$ cat src/rtl/minmax_queue.sv
// -----------------------------------------------------------------------------
// minmax_queue
//
// Small priority store holding up to DEPTH unsigned elements. Each element
// sits in its own slot. The pop side always shows the largest element
// (MINMAX_=0) or the smallest element (MINMAX_=1) among the valid slots.
// When several valid slots hold the same value, the lowest slot index wins.
// A push writes into the lowest-index free slot. A pop frees the slot that
// is currently selected.
//
// Parameters
//   MINMAX_ : 0 = maximum first, 1 = minimum first
//   DEPTH   : number of slots (>= 2)
//   DATA    : element width in bits
//   OUT     : slot index width (derived)
//   CNT     : occupancy count width (derived)
//
// Ports
//   clk        : clock; all state changes on the rising edge
//   reset      : synchronous, active-high; clears every slot and the count
//   push_valid : producer offers push_data
//   push_ready : high while the store is not full
//   push_data  : element to insert
//   pop_valid  : high while the store is not empty
//   pop_ready  : consumer takes pop_data this cycle
//   pop_data   : selected element (0 when empty)
//   pop_idx    : slot holding pop_data (0 when empty)
//   count      : number of valid slots
//   full       : count == DEPTH
//   empty      : count == 0
// -----------------------------------------------------------------------------
module minmax_queue #(
  parameter int MINMAX_ = 0,
  parameter int DEPTH   = 8,
  parameter int DATA    = 8,
  parameter int OUT     = $clog2(DEPTH),
  parameter int CNT     = $clog2(DEPTH + 1)
) (
  input  logic            clk,
  input  logic            reset,
  input  logic            push_valid,
  output logic            push_ready,
  input  logic [DATA-1:0] push_data,
  output logic            pop_valid,
  input  logic            pop_ready,
  output logic [DATA-1:0] pop_data,
  output logic [OUT-1:0]  pop_idx,
  output logic [CNT-1:0]  count,
  output logic            full,
  output logic            empty
);

  // Slot storage and occupancy
  logic [DATA-1:0]  slot_data_q [DEPTH];
  logic [DEPTH-1:0] slot_vld_q;
  logic [DEPTH-1:0] slot_vld_d;
  logic [CNT-1:0]   count_q;
  logic [CNT-1:0]   count_d;

  // Selection results and free-slot search
  logic            sel_found;
  logic [DATA-1:0] sel_data;
  logic [OUT-1:0]  sel_idx;
  logic [OUT-1:0]  free_idx;

  logic push_fire;
  logic pop_fire;

  // True when candidate a should replace the current best b. The comparison
  // is strict, so an equal value found later never displaces an earlier
  // (lower-index) slot. This gives lowest-index tie resolution.
  function automatic logic better(input logic [DATA-1:0] a,
                                  input logic [DATA-1:0] b);
    if (MINMAX_ == 0) begin
      better = (a > b);
    end else begin
      better = (a < b);
    end
  endfunction

  // Status flags depend only on registered state. Because of this,
  // push_ready has no path from pop_ready.
  assign full       = (count_q == CNT'(DEPTH));
  assign empty      = (count_q == '0);
  assign count      = count_q;
  assign push_ready = ~full;
  assign pop_valid  = ~empty;

  assign push_fire = push_valid & push_ready;
  assign pop_fire  = pop_valid & pop_ready;

  // Combinational selection over valid slots only. An invalid slot never
  // takes part, so its stale contents cannot win.
  always_comb begin
    sel_found = 1'b0;
    sel_data  = '0;
    sel_idx   = '0;
    for (int i = 0; i < DEPTH; i++) begin
      if (slot_vld_q[i] && (!sel_found || better(slot_data_q[i], sel_data))) begin
        sel_found = 1'b1;
        sel_data  = slot_data_q[i];
        sel_idx   = OUT'(i);
      end
    end
  end

  assign pop_data = sel_data;
  assign pop_idx  = sel_idx;

  // Lowest-index free slot. The scan runs from the top down, so the last hit
  // is the lowest index. The result is only used when push_fire is set, and
  // push_fire implies at least one free slot.
  always_comb begin
    free_idx = '0;
    for (int i = DEPTH - 1; i >= 0; i--) begin
      if (!slot_vld_q[i]) begin
        free_idx = OUT'(i);
      end
    end
  end

  // Next valid vector. Both the free slot and the popped slot come from
  // pre-edge state. A push needs a free slot and a pop needs a valid one,
  // so the two can never name the same slot.
  always_comb begin
    slot_vld_d = slot_vld_q;
    if (pop_fire) begin
      slot_vld_d[sel_idx] = 1'b0;
    end
    if (push_fire) begin
      slot_vld_d[free_idx] = 1'b1;
    end
  end

  always_comb begin
    count_d = count_q;
    case ({push_fire, pop_fire})
      2'b10:   count_d = count_q + 1'b1;
      2'b01:   count_d = count_q - 1'b1;
      default: count_d = count_q;
    endcase
  end

  always_ff @(posedge clk) begin
    if (reset) begin
      slot_vld_q <= '0;
      count_q    <= '0;
      for (int i = 0; i < DEPTH; i++) begin
        slot_data_q[i] <= '0;
      end
    end else begin
      slot_vld_q <= slot_vld_d;
      count_q    <= count_d;
      if (push_fire) begin
        slot_data_q[free_idx] <= push_data;
      end
    end
  end

endmodule
$ cat config.mk
export PLATFORM = sky130hd
export DESIGN_NAME = minmax_queue
export DESIGN_NICKNAME = d
export VERILOG_FILES = /design/src/rtl/minmax_queue.sv
export SDC_FILE = /design/constraint.sdc
export NUM_CORES = 1
export LEC_CHECK = 0
export ABC_AREA = 0
export CAP_MARGIN = 15
export CELL_PAD_IN_SITES_DETAIL_PLACEMENT = 1
export CELL_PAD_IN_SITES_GLOBAL_PLACEMENT = 1
export CORE_ASPECT_RATIO = 0.9
export CORE_MARGIN = 2
export CORE_UTILIZATION = 40
export DETAILED_ROUTE_END_ITERATION = 8
export GPL_ROUTABILITY_DRIVEN = 0
export PLACE_DENSITY = 0.68
export SYNTH_ARGS = -nofsm -noshare
export SYNTH_HDL_FRONTEND = slang
export SYNTH_SLANG_ARGS = --single-unit
$ cat constraint.sdc
create_clock -name clk -period 17.07 [get_ports clk]
set_clock_uncertainty 0.2 [all_clocks]
set_input_delay 2.5605 -clock clk [delete_from_list [all_inputs] [get_ports clk]]
set_output_delay 2.5605 -clock clk [all_outputs]
set_load 0.05 [all_outputs]
==> metrics <==
CTS tree=yes; area delta synth->final=17.4%; post-layout instance area=0.00660 mm²; wire length of the first global-routing pass=28700 µm; drt initial violations=379; highest clock rate=61.7 MHz; post-CTS clock slew at the launch and capture registers of the worst setup and hold paths=0.06 ns; final layout net count=682; most used flip-flop cell after synthesis=edfxtp_1; maximum fanout along the worst path=22; I/O pin count=31; Final Hold Vio Count=0; Tot GR Track Use=26.0%; dominant cells by area after synthesis=edfxtp_1, ha_1, and2_1; dominant combinational cell family by area after synthesis=simple AND/OR/NAND/NOR gates; share of the cycle needed by the critical path after routing=94.9%; Core Region=0.0139 mm²; async set-or-reset flop fraction in the synthesized netlist=0%; Die H=117 µm; critical setup path kind=flip-flop to output pin; Die Outline Area=0.0150 mm²; count of vias placed by the detailed router=4971; launching element type of the critical path=flip-flop; number of antenna repair diodes=0; simple-gate portion of the synthesized area=21.6%; area leader, netlist=edfxtp_1; Die Span X=129 µm; number of standard cells after synthesis=574; largest net degree at the start of global routing=23; register area=0.00216 mm²; remaining antenna violation count=0; placed inst area=0.00622 mm²; number of design rule violations left after detail routing=0; number of buffer cells added on primary ports=30; result of the run=completed; Mapped Area=0.00563 mm²; total leakage power=0.00263 µW; placed insts=788; cell family contributing the most delay on the critical path=compound AO/OA/AOI/OAI gates; pwr/cell area=140 mW/mm²; clock tree root driver cell=clkbuf_16; Worst-Skew Late Latency=0.35 ns; share of final-layout standard cells stronger than drive strength 1=11.2%; synthesized-area fraction occupied by ao, oa, aoi and oai cells=20.2%; floorplan row count=41; number of clock sinks=76; net count of the mapped netlist=646; WP data arrival=13.44 ns; max_cap viols=0; utilization of the core after routing=47.5%; Distinct cells, synth=66; Slowest cell on crit path=dfxtp_2; fraction of synthesized cell area in xor and xnor cells=0.467%; Mapped Avg Cell Area=9.80 µm²; endpoints failing setup=0; Slew Limit Headroom=29.8%; slew at the pin with the worst max-slew slack=1.04 ns; required time of the worst setup path=14.31 ns; WHS=0.336 ns; fraction of the yosys area taken by sequential cells=38.4%; antenna violations before repair=2; mux share of post-synthesis cell area=1.85%; Post-synth EDFFs=64; Adder-Cell Fraction of Synth Area=13.5%; Synth top area share=34.2%; Via-to-Cell Ratio=6.15; via count of the first global-routing pass=4915; average wire per cell in the routed design=23.5 µm; maximum VDD drop=0.0905 mV; warning count from the yosys run=0; Initial Util=40.5%; total number of H-tree levels=3; count of state elements after synthesis=76; Hold Path Class=flip-flop to flip-flop; HPWL Detailed=14300 µm; final instance count without filler cells=808; footprint of the multi-input gates=0.00328 mm²; Setup crit end kind=output pin; most common cell after layout, fill and taps aside=and2_1; total global routing overflow=0; number of max-slew violations in the final report=0; count of buffer and inverter cells on the critical path=7; number of buffers created by CTS=9; fill cell count=1561; Final Routed Wirelength=19000 µm; Hold-fix buffers, CTS=0; Critical Path Most Common Cell=ha_1; maximum clock path buffer count=2; top library cells by usage in the layout, fill and taps aside=and2_1, edfxtp_1, ha_1; number of optimization iterations in the first detailed-route pass=5; shortest period the worst path allows=16.20 ns; delay of the slowest cell on the worst path=0.55 ns
worst paths after layout:
check,startpoint,end,slack [ns],depth (start not counted)
hold / removal,slot_vld_q[7],slot_vld_q[7],0.34,2
setup reg to reg,slot_vld_q[0],slot_vld_q[0],3.63,53
setup / recovery,slot_vld_q[0],pop_data[2],0.87,54
hold reg to reg,slot_vld_q[7],slot_vld_q[7],0.34,2
state kept, by name, indices dropped and copies added, names as in the netlist:
name and cells:
count 4, slot_data_q 64, slot_vld_q 8
power breakdown:
part	internal (µW)	switching (µW)	total (µW)
Sequential	220	24.0	244
Clock	129	80.9	210
Combinational	184	284	469
worst min-delay path, stage by stage, from the launching register on:
cell and delay [ns]:
dfxtp_1 0.35, nand2_1 0.08, a21oi_1 0.06
kinds of logic after synthesis:
group	count (synthesis)
xor+xnor	3
compound gates	154
mux	10
simple gates	219
fa+ha+maj	60
buf+inv	52
flops	76
metal layers:
layer / vias to the layer above / GRT usage, % / wire length [µm]
li1: 2256 / - / -
met1: 2484 / 35.3 / 8640
met2: 186 / 41.7 / 8540
met3: 45 / 5.91 / 1250
met4: 0 / 8.04 / 546
met5: - / 0 / 0
through the flow:
stage               setup TNS, ns  power (µW)  setup WS (ns)
global placement                0         684          0.628
floorplan                       0         539           1.68
CTS                             0         916          0.165
finish                          0         922          0.869
global route              -0.0765         974        -0.0765
detailed placement              0         702         0.0266
cell usage after synthesis (8+ instances only):
cell	count
ha_1	59
nor2b_1	8
o211ai_1	13
a21o_1	20
o21ai_0	15
clkbuf_1	9
inv_1	30
edfxtp_1	64
nand3_1	26
o22ai_1	10
a21oi_1	34
nand2_1	30
nand4_1	17
dfxtp_1	12
and2_1	68
nor2_1	26
nor3_1	8
or3_1	11
layout make-up:
| type | count | share of cell area (%) |
|---|---|---|
| Inverter | 32 | 1.82 |
| Timing Repair Buffer | 44 | 7.24 |
| Clock inverter | 7 | 1.48 |
| Clock buffer | 9 | 3.41 |
| Tap cell | 193 | 3.66 |
| Sequential cell | 76 | 32.8 |
| Multi-Input combinational cell | 447 | 49.6 |
timing repair:
item,CTS,global route
setup endpoints to repair,10,11
gates cloned,0,1
pin swaps,0,2
setup buffers,0,3
resized for setup,3,7
(Power assumes the default switching activity.)
